===== config.mk =====
export PLATFORM = sky130hd
export DESIGN_NAME = round_requant_pipe
export DESIGN_NICKNAME = d
export VERILOG_FILES = /design/src/rtl/round_pkg.sv /design/src/rtl/round_sat.sv /design/src/rtl/round_requant_pipe.sv
export SDC_FILE = /design/constraint.sdc
export NUM_CORES = 1
export LEC_CHECK = 0
export ABC_AREA = 0
export BUFFER_PORTS_ARGS = -buffer_cell sky130_fd_sc_hd__buf_2
export CAP_MARGIN = 20
export CORE_ASPECT_RATIO = 0.5
export CORE_MARGIN = 2
export CORE_UTILIZATION = 44
export DETAILED_ROUTE_END_ITERATION = 8
export PLACE_DENSITY_LB_ADDON = 0.15
export SYNTH_ARGS = -nofsm -noshare
export SYNTH_HDL_FRONTEND = slang
export SYNTH_SLANG_ARGS = --single-unit

===== constraint.sdc =====
create_clock -name clk -period 2.3 [get_ports clk]
set_input_delay 0.575 -clock clk [delete_from_list [all_inputs] [get_ports clk]]
set_output_delay 0.575 -clock clk [all_outputs]
set_load 0.02 [all_outputs]

===== src/rtl/round_pkg.sv =====
// round_pkg: shared definitions for the requantisation pipeline.
//   - Rounding-mode encodings carried on in_mode.
//   - round_inc(): +1 decision for a given mode from the dropped-bit summary.
package round_pkg;

  localparam logic [1:0] RND_TRUNC     = 2'b00;  // floor
  localparam logic [1:0] RND_HALF_UP   = 2'b01;  // ties toward +inf
  localparam logic [1:0] RND_HALF_EVEN = 2'b10;  // ties to even quotient
  localparam logic [1:0] RND_HALF_AWAY = 2'b11;  // ties away from zero

  // half  : MSB of the dropped fraction (value >= 0.5 of an LSB)
  // rest  : OR of the dropped bits below half (strictly above the tie point)
  // q_lsb : LSB of the floored quotient (odd/even for ties)
  // sign  : sign of the original value
  function automatic logic round_inc(input logic [1:0] mode,
                                     input logic       half,
                                     input logic       rest,
                                     input logic       q_lsb,
                                     input logic       sign);
    logic inc;
    inc = 1'b0;
    case (mode)
      RND_TRUNC:     inc = 1'b0;
      RND_HALF_UP:   inc = half;
      RND_HALF_EVEN: inc = half & (rest | q_lsb);
      default:       inc = half & (rest | ~sign);  // RND_HALF_AWAY
    endcase
    return inc;
  endfunction

endpackage


===== src/rtl/round_sat.sv =====
// round_sat: combinational sum-and-clip.
//   q    in  QW     floored signed quotient
//   inc  in  1      rounding increment
//   data out OUT_W  q+inc clipped to signed OUT_W
//   sat  out 1      clipping occurred
module round_sat
  import round_pkg::*;
#(
  parameter int QW    = 12,
  parameter int OUT_W = 8
) (
  input  logic [QW-1:0]    q,
  input  logic             inc,
  output logic [OUT_W-1:0] data,
  output logic             sat
);

  // One extra bit so q+inc can never overflow.
  localparam int SW = QW + 1;
  localparam logic signed [SW-1:0] MAX_V = SW'((1 << (OUT_W - 1)) - 1);
  localparam logic signed [SW-1:0] MIN_V = ~MAX_V;  // -2^(OUT_W-1)

  logic signed [SW-1:0] sum;

  always_comb begin
    sum  = $signed({q[QW-1], q}) + $signed({{QW{1'b0}}, inc});
    data = sum[OUT_W-1:0];
    sat  = 1'b0;
    if (sum > MAX_V) begin
      data = {1'b0, {(OUT_W-1){1'b1}}};
      sat  = 1'b1;
    end else if (sum < MIN_V) begin
      data = {1'b1, {(OUT_W-1){1'b0}}};
      sat  = 1'b1;
    end
  end

endmodule


===== src/rtl/round_requant_pipe.sv =====
// round_requant_pipe: drops SHIFT fractional LSBs from a signed IN_W value,
// rounds in a run-time-selected mode and saturates to signed OUT_W.
// Two-stage pipeline, valid/ready on both sides, no skid buffer.
//   clk, rst            clock, synchronous active-high reset
//   in_valid/in_ready   input handshake; in_data (IN_W), in_mode (2)
//   out_valid/out_ready output handshake; out_data (OUT_W), out_sat
//   sat_count (16)      saturation event counter, sat_cnt_clr clears it
// Optional macro ROUND_SAT_CNT_EN enables the counter; otherwise sat_count=0
// and sat_cnt_clr is ignored.
module round_requant_pipe
  import round_pkg::*;
#(
  parameter int IN_W  = 16,
  parameter int SHIFT = 4,
  parameter int OUT_W = 8
) (
  input  logic             clk,
  input  logic             rst,
  input  logic             in_valid,
  output logic             in_ready,
  input  logic [IN_W-1:0]  in_data,
  input  logic [1:0]       in_mode,
  output logic             out_valid,
  input  logic             out_ready,
  output logic [OUT_W-1:0] out_data,
  output logic             out_sat,
  output logic [15:0]      sat_count,
  input  logic             sat_cnt_clr
);

  localparam int QW = IN_W - SHIFT;

  // Stage 1: floored quotient plus a summary of the dropped bits.
  logic            s1_valid_q, s1_valid_d;
  logic [QW-1:0]   s1_quo_q,   s1_quo_d;
  logic            s1_sign_q,  s1_sign_d;
  logic            s1_half_q,  s1_half_d;
  logic            s1_rest_q,  s1_rest_d;
  logic [1:0]      s1_mode_q,  s1_mode_d;

  // Stage 2: final rounded, clipped result.
  logic             s2_valid_q, s2_valid_d;
  logic [OUT_W-1:0] s2_data_q,  s2_data_d;
  logic             s2_sat_q,   s2_sat_d;

  logic adv1, adv2;
  logic in_rest;
  logic s1_inc;
  logic [OUT_W-1:0] rs_data;
  logic rs_sat;

  assign adv2     = ~s2_valid_q | out_ready;
  assign adv1     = ~s1_valid_q | adv2;
  assign in_ready = adv1;

  generate
    if (SHIFT > 1) begin : g_rest
      assign in_rest = |in_data[SHIFT-2:0];
    end else begin : g_no_rest
      assign in_rest = 1'b0;
    end
  endgenerate

  always_comb begin
    s1_valid_d = s1_valid_q;
    s1_quo_d   = s1_quo_q;
    s1_sign_d  = s1_sign_q;
    s1_half_d  = s1_half_q;
    s1_rest_d  = s1_rest_q;
    s1_mode_d  = s1_mode_q;
    if (adv1) begin
      s1_valid_d = in_valid;
      if (in_valid) begin
        // Upper bits are exactly the arithmetic shift right by SHIFT.
        s1_quo_d  = in_data[IN_W-1:SHIFT];
        s1_sign_d = in_data[IN_W-1];
        s1_half_d = in_data[SHIFT-1];
        s1_rest_d = in_rest;
        s1_mode_d = in_mode;
      end
    end
  end

  assign s1_inc = round_inc(s1_mode_q, s1_half_q, s1_rest_q, s1_quo_q[0], s1_sign_q);

  round_sat #(.QW(QW), .OUT_W(OUT_W)) u_round_sat (
    .q    (s1_quo_q),
    .inc  (s1_inc),
    .data (rs_data),
    .sat  (rs_sat)
  );

  always_comb begin
    s2_valid_d = s2_valid_q;
    s2_data_d  = s2_data_q;
    s2_sat_d   = s2_sat_q;
    if (adv2) begin
      s2_valid_d = s1_valid_q;
      if (s1_valid_q) begin
        s2_data_d = rs_data;
        s2_sat_d  = rs_sat;
      end
    end
  end

  always_ff @(posedge clk) begin
    if (rst) begin
      s1_valid_q <= 1'b0;
      s1_quo_q   <= '0;
      s1_sign_q  <= 1'b0;
      s1_half_q  <= 1'b0;
      s1_rest_q  <= 1'b0;
      s1_mode_q  <= RND_TRUNC;
      s2_valid_q <= 1'b0;
      s2_data_q  <= '0;
      s2_sat_q   <= 1'b0;
    end else begin
      s1_valid_q <= s1_valid_d;
      s1_quo_q   <= s1_quo_d;
      s1_sign_q  <= s1_sign_d;
      s1_half_q  <= s1_half_d;
      s1_rest_q  <= s1_rest_d;
      s1_mode_q  <= s1_mode_d;
      s2_valid_q <= s2_valid_d;
      s2_data_q  <= s2_data_d;
      s2_sat_q   <= s2_sat_d;
    end
  end

  assign out_valid = s2_valid_q;
  assign out_data  = s2_data_q;
  assign out_sat   = s2_sat_q;

`ifdef ROUND_SAT_CNT_EN
  logic [15:0] sat_count_q, sat_count_d;

  // Clear has priority; the count sticks at all-ones instead of wrapping.
  always_comb begin
    sat_count_d = sat_count_q;
    if (sat_cnt_clr) begin
      sat_count_d = '0;
    end else if (out_valid && out_ready && out_sat && (sat_count_q != 16'hFFFF)) begin
      sat_count_d = sat_count_q + 16'd1;
    end
  end

  always_ff @(posedge clk) begin
    if (rst) begin
      sat_count_q <= '0;
    end else begin
      sat_count_q <= sat_count_d;
    end
  end

  assign sat_count = sat_count_q;
`else
  logic unused_sat_cnt_clr;
  assign unused_sat_cnt_clr = sat_cnt_clr;
  assign sat_count = '0;
`endif

endmodule

==> flow_results.xml <==
<?xml version="1.0" encoding="UTF-8"?>
<metrics>
  <group name="yosys">
    <metric name="ys_seq_area_share" unit="%">38.3</metric>
    <metric name="syn-instance-count" unit="">175</metric>
    <metric name="yosys.cell_types.count" unit="">34</metric>
    <metric name="netlist.top_cell.by_area" unit="">sky130_fd_sc_hd__dfxtp_1</metric>
    <metric name="synth_commonest_cells" unit="">43 x sky130_fd_sc_hd__nand2_1, 27 x sky130_fd_sc_hd__dfxtp_1, 19 x sky130_fd_sc_hd__a21oi_1, 16 x sky130_fd_sc_hd__buf_4, 14 x sky130_fd_sc_hd__nor2_1</metric>
    <metric name="commonest_register_cell_after_synthesis" unit="">sky130_fd_sc_hd__dfxtp_1</metric>
    <metric name="synth_top_cell_area_share" unit="%">38.3</metric>
    <metric name="yosysWarnings" unit="">0</metric>
    <metric name="main_area_contributors_after_synthesis" unit="">sky130_fd_sc_hd__dfxtp_1 38%, sky130_fd_sc_hd__nand2_1 11%, sky130_fd_sc_hd__buf_4 8.5%</metric>
    <metric name="netlist_area" unit="um2">1410</metric>
    <metric name="ys_async_sr_fraction" unit="%">0</metric>
    <metric name="synth_edf_count" unit="">0</metric>
    <metric name="syn_avg_cell_area" unit="um2">8.07</metric>
    <metric name="yosys_register_bits" unit="">27</metric>
    <metric name="post-synth-top-count-cell" unit="">sky130_fd_sc_hd__nand2_1</metric>
  </group>
  <group name="finish">
    <metric name="multiInputGateArea" unit="um2">927</metric>
    <metric name="fillers" unit="">281</metric>
    <metric name="num-nets-final" unit="">241</metric>
    <metric name="design_area" unit="um2">1840</metric>
    <metric name="seq_area" unit="um2">543</metric>
    <metric name="layout.core_utilization" unit="%">60.6</metric>
    <metric name="final_cell_count_no_fill" unit="">255</metric>
    <metric name="antennaDiodeCount" unit="">0</metric>
    <metric name="post_route_cells_drive_above_1_share" unit="%">37.7</metric>
    <metric name="area_growth_syn_to_layout" unit="%">29.9</metric>
  </group>
  <group name="sta">
    <metric name="max_transition_margin" unit="%">50.0</metric>
    <metric name="final_critical_path_required_period" unit="ps">2270</metric>
    <metric name="finalCritPeriodShare" unit="%">98.5</metric>
    <metric name="fin_worst_hold_slack" unit="ps">463</metric>
    <metric name="timing.final.max_slew_violations" unit="">0</metric>
    <metric name="clock_skew" unit="ps">2.70</metric>
    <metric name="hold_violations" unit="">0</metric>
    <metric name="setup_violations" unit="">0</metric>
    <metric name="final.setup.tns" unit="ps">0</metric>
    <metric name="layout_setup_ws" unit="ps">33.5</metric>
    <metric name="max_slew.worst_pin.slew" unit="ps">749</metric>
    <metric name="peak_clock_frequency_supported_by_timing" unit="GHz">0.441</metric>
    <metric name="setup_repair_after_global_routing_missed_its_margin" unit="">yes</metric>
  </group>
  <group name="global_route">
    <metric name="initial_antenna_violation_count" unit="">0</metric>
    <metric name="track_usage" unit="%">17.8</metric>
    <metric name="first_pass_grt_wire_length" unit="um">5150</metric>
    <metric name="grt_start_max_net_pins" unit="">28</metric>
    <metric name="grt.overflow.total" unit="">0</metric>
    <metric name="vias_in_the_first_global_route" unit="">1081</metric>
  </group>
  <group name="clock_network">
    <metric name="cts_buffers" unit="">3</metric>
    <metric name="insertion_delay" unit="ps">280</metric>
    <metric name="clock_tree_from_tritoncts" unit="">built</metric>
    <metric name="clkSinkCount" unit="">27</metric>
    <metric name="htree_levels" unit="">1</metric>
    <metric name="worst_setup_hold_path_clk_slew" unit="ps">100</metric>
    <metric name="cts-hold-fix-buffers" unit="">0</metric>
    <metric name="max-clock-path-buffers" unit="">2</metric>
    <metric name="clock_tree.root_cell" unit="">sky130_fd_sc_hd__clkbuf_8</metric>
  </group>
  <group name="critical_path">
    <metric name="critical-path-top-delay-family" unit="">compound AO/OA/AOI/OAI gates</metric>
    <metric name="critical-path-slowest-cell" unit="">sky130_fd_sc_hd__a2111oi_2</metric>
    <metric name="timing.critical_path.slowest_cell_delay" unit="ps">400</metric>
    <metric name="setup.worst_path.start_class" unit="">flop</metric>
    <metric name="setup_cp_type" unit="">reg2reg</metric>
    <metric name="critPathCaptureType" unit="">flop</metric>
    <metric name="worst_r2r_path_depth" unit="">9</metric>
    <metric name="worst-path-stages" unit="">9</metric>
    <metric name="required_time_of_the_worst_setup_path" unit="ps">2450</metric>
    <metric name="critPathBufInv" unit="">2</metric>
    <metric name="worst-path-max-fanout" unit="">8</metric>
    <metric name="worstPathArrival" unit="ps">2420</metric>
    <metric name="cp_cell_instances" unit="">buf_4 &gt; o221a_2 &gt; ha_4 &gt; and4_4 &gt; a2111oi_2 &gt; nor3_2 &gt; o31ai_4 &gt; buf_6 &gt; a211oi_1</metric>
  </group>
  <group name="min_path">
    <metric name="hold_path_class" unit="">reg2reg</metric>
    <metric name="min_delay_path_depth" unit="">2</metric>
  </group>
  <group name="routing">
    <metric name="drcViolationCount" unit="">0</metric>
    <metric name="finalWirelength" unit="um">3350</metric>
    <metric name="num_vias" unit="">1289</metric>
    <metric name="first_iteration_detailed_routing_drc_count" unit="">51</metric>
    <metric name="viasPerCell" unit="">5.05</metric>
    <metric name="ant_nets" unit="">0</metric>
    <metric name="first_pass_iters" unit="">4</metric>
    <metric name="route.detailed.wl_per_inst" unit="um">13.1</metric>
  </group>
  <group name="place">
    <metric name="placedInstanceArea" unit="um2">1600</metric>
    <metric name="port_buffers" unit="">32</metric>
    <metric name="placed_cells" unit="">248</metric>
    <metric name="hpwlAfterDp" unit="um">2190</metric>
    <metric name="placement.setup.worst_slack" unit="ps">-164</metric>
    <metric name="place_congestion" unit="">0.873</metric>
  </group>
  <group name="floorplan">
    <metric name="coreArea" unit="um2">3030</metric>
    <metric name="die-area" unit="um2">3710</metric>
    <metric name="die_y" unit="um">44.1</metric>
    <metric name="floorplan.initialDensity" unit="%">46.6</metric>
    <metric name="pin_count" unit="">50</metric>
    <metric name="rows" unit="">14</metric>
    <metric name="die_w" unit="um">84.1</metric>
  </group>
  <group name="power_and_ir_drop">
    <metric name="ir_drop" unit="mV">0.251</metric>
    <metric name="finalPower" unit="mW">1.02</metric>
    <metric name="leakage" unit="nW">0.728</metric>
    <metric name="power_per_cell_area" unit="nW/um2">554</metric>
  </group>
  <group name="run">
    <metric name="maxCapViolCount" unit="">0</metric>
  </group>
  <group name="run_status">
    <metric name="status" unit="">complete, no violations</metric>
  </group>
</metrics>
==> timing repair <==
| action | 4_1_cts | 5_1_grt |
|---|---|---|
| resized for setup | 9 | 28 |
| endpoints found under the setup margin | 8 | 8 |
| gates cloned | 0 | 0 |
| buffers inserted | 0 | 3 |
| pin swaps | 1 | 14 |
==> cells by family (layout without fill, tap and decap cells) <==
family	count (synthesis)	count (layout)	synth area share [%]
other	1	16	0.265
DFF	27	27	38.3
AOI/OAI and AO/OA	37	37	20.6
buffers and inverters	24	49	10.6
adders and majority gates	2	2	1.77
xor gates and xnor gates	6	6	3.72
and+or+nand+nor	78	78	24.7
==> per-layer routing <==
layer / up-vias / wire [um] / global-route usage, %
met5: - / 0 / 0
met4: 0 / 33 / 4.84
met3: 4 / 172 / 5.22
met2: 38 / 1550 / 30.6
met1: 595 / 1600 / 22.6
li1: 652 / - / -
==> report_power, final <==
group	leakage, nW	total, mW	internal (mW)	switching, mW
clock network	0.0261	0.290	0.128	0.163
registers	0.223	0.530	0.497	0.0322
logic	0.479	0.196	0.0761	0.120
total	0.728	1.02	0.701	0.315
==> state kept, by name, summed over array words and instances (netlist names) <==
name,flops
s1_quo_q,12
out_data,8
s1_mode_q,2
out_sat,1
out_valid,1
s1_half_q,1
s1_rest_q,1
s1_valid_q,1
==> cell usage in the layout, fill, tap and decap left out, types with 2 or more instances in the layout <==
master,n
sky130_fd_sc_hd__clkbuf_8,3
sky130_fd_sc_hd__buf_6,3
sky130_fd_sc_hd__dfxtp_2,2
sky130_fd_sc_hd__nor2b_1,2
sky130_fd_sc_hd__xor2_1,2
sky130_fd_sc_hd__and3_4,2
sky130_fd_sc_hd__nand3_1,3
sky130_fd_sc_hd__buf_4,9
sky130_fd_sc_hd__conb_1,16
sky130_fd_sc_hd__nor3_2,2
sky130_fd_sc_hd__nor2_1,14
sky130_fd_sc_hd__a211oi_2,6
sky130_fd_sc_hd__a21oi_1,17
sky130_fd_sc_hd__buf_2,32
sky130_fd_sc_hd__nand4_1,3
sky130_fd_sc_hd__dfxtp_1,25
sky130_fd_sc_hd__a211oi_1,2
sky130_fd_sc_hd__nand2_2,6
sky130_fd_sc_hd__ha_4,2
sky130_fd_sc_hd__xnor2_1,4
sky130_fd_sc_hd__a2111oi_2,3
sky130_fd_sc_hd__nand2_1,37
==> area by class of cell <==
| type | count | share of cell area (%) |
|---|---|---|
| clock inverter | 1 | 0.477 |
| inverter | 1 | 0.204 |
| clock buffer | 3 | 2.25 |
| timing repair buffer | 44 | 14.2 |
| tap | 40 | 2.73 |
| sequential | 27 | 29.6 |
| multi-input combinational | 139 | 50.5 |
==> worst reg2reg max path, delay by kind of cell (launching register included) <==
family | cells | cell delay, ps
AO/OA/AOI/OAI | 4 | 960
adder cells (fa/ha/maj) | 1 | 190
buffers and inverters | 2 | 310
flip-flops | 1 | 350
AND/OR/NAND/NOR | 2 | 330
==> final timing paths <==
path / end / start / slack (ps)
setup / recovery: out_data[2]$_SDFFE_PP0P_ / s1_mode_q[0]$_SDFFE_PP0P_ / 30
hold / removal: out_data[7]$_SDFFE_PP0P_ / out_data[7]$_SDFFE_PP0P_ / 460
hold reg to reg: out_data[7]$_SDFFE_PP0P_ / out_data[7]$_SDFFE_PP0P_ / 460
setup reg to reg: out_data[2]$_SDFFE_PP0P_ / s1_mode_q[0]$_SDFFE_PP0P_ / 30
Note: power is estimated with default switching activity, not from simulation.
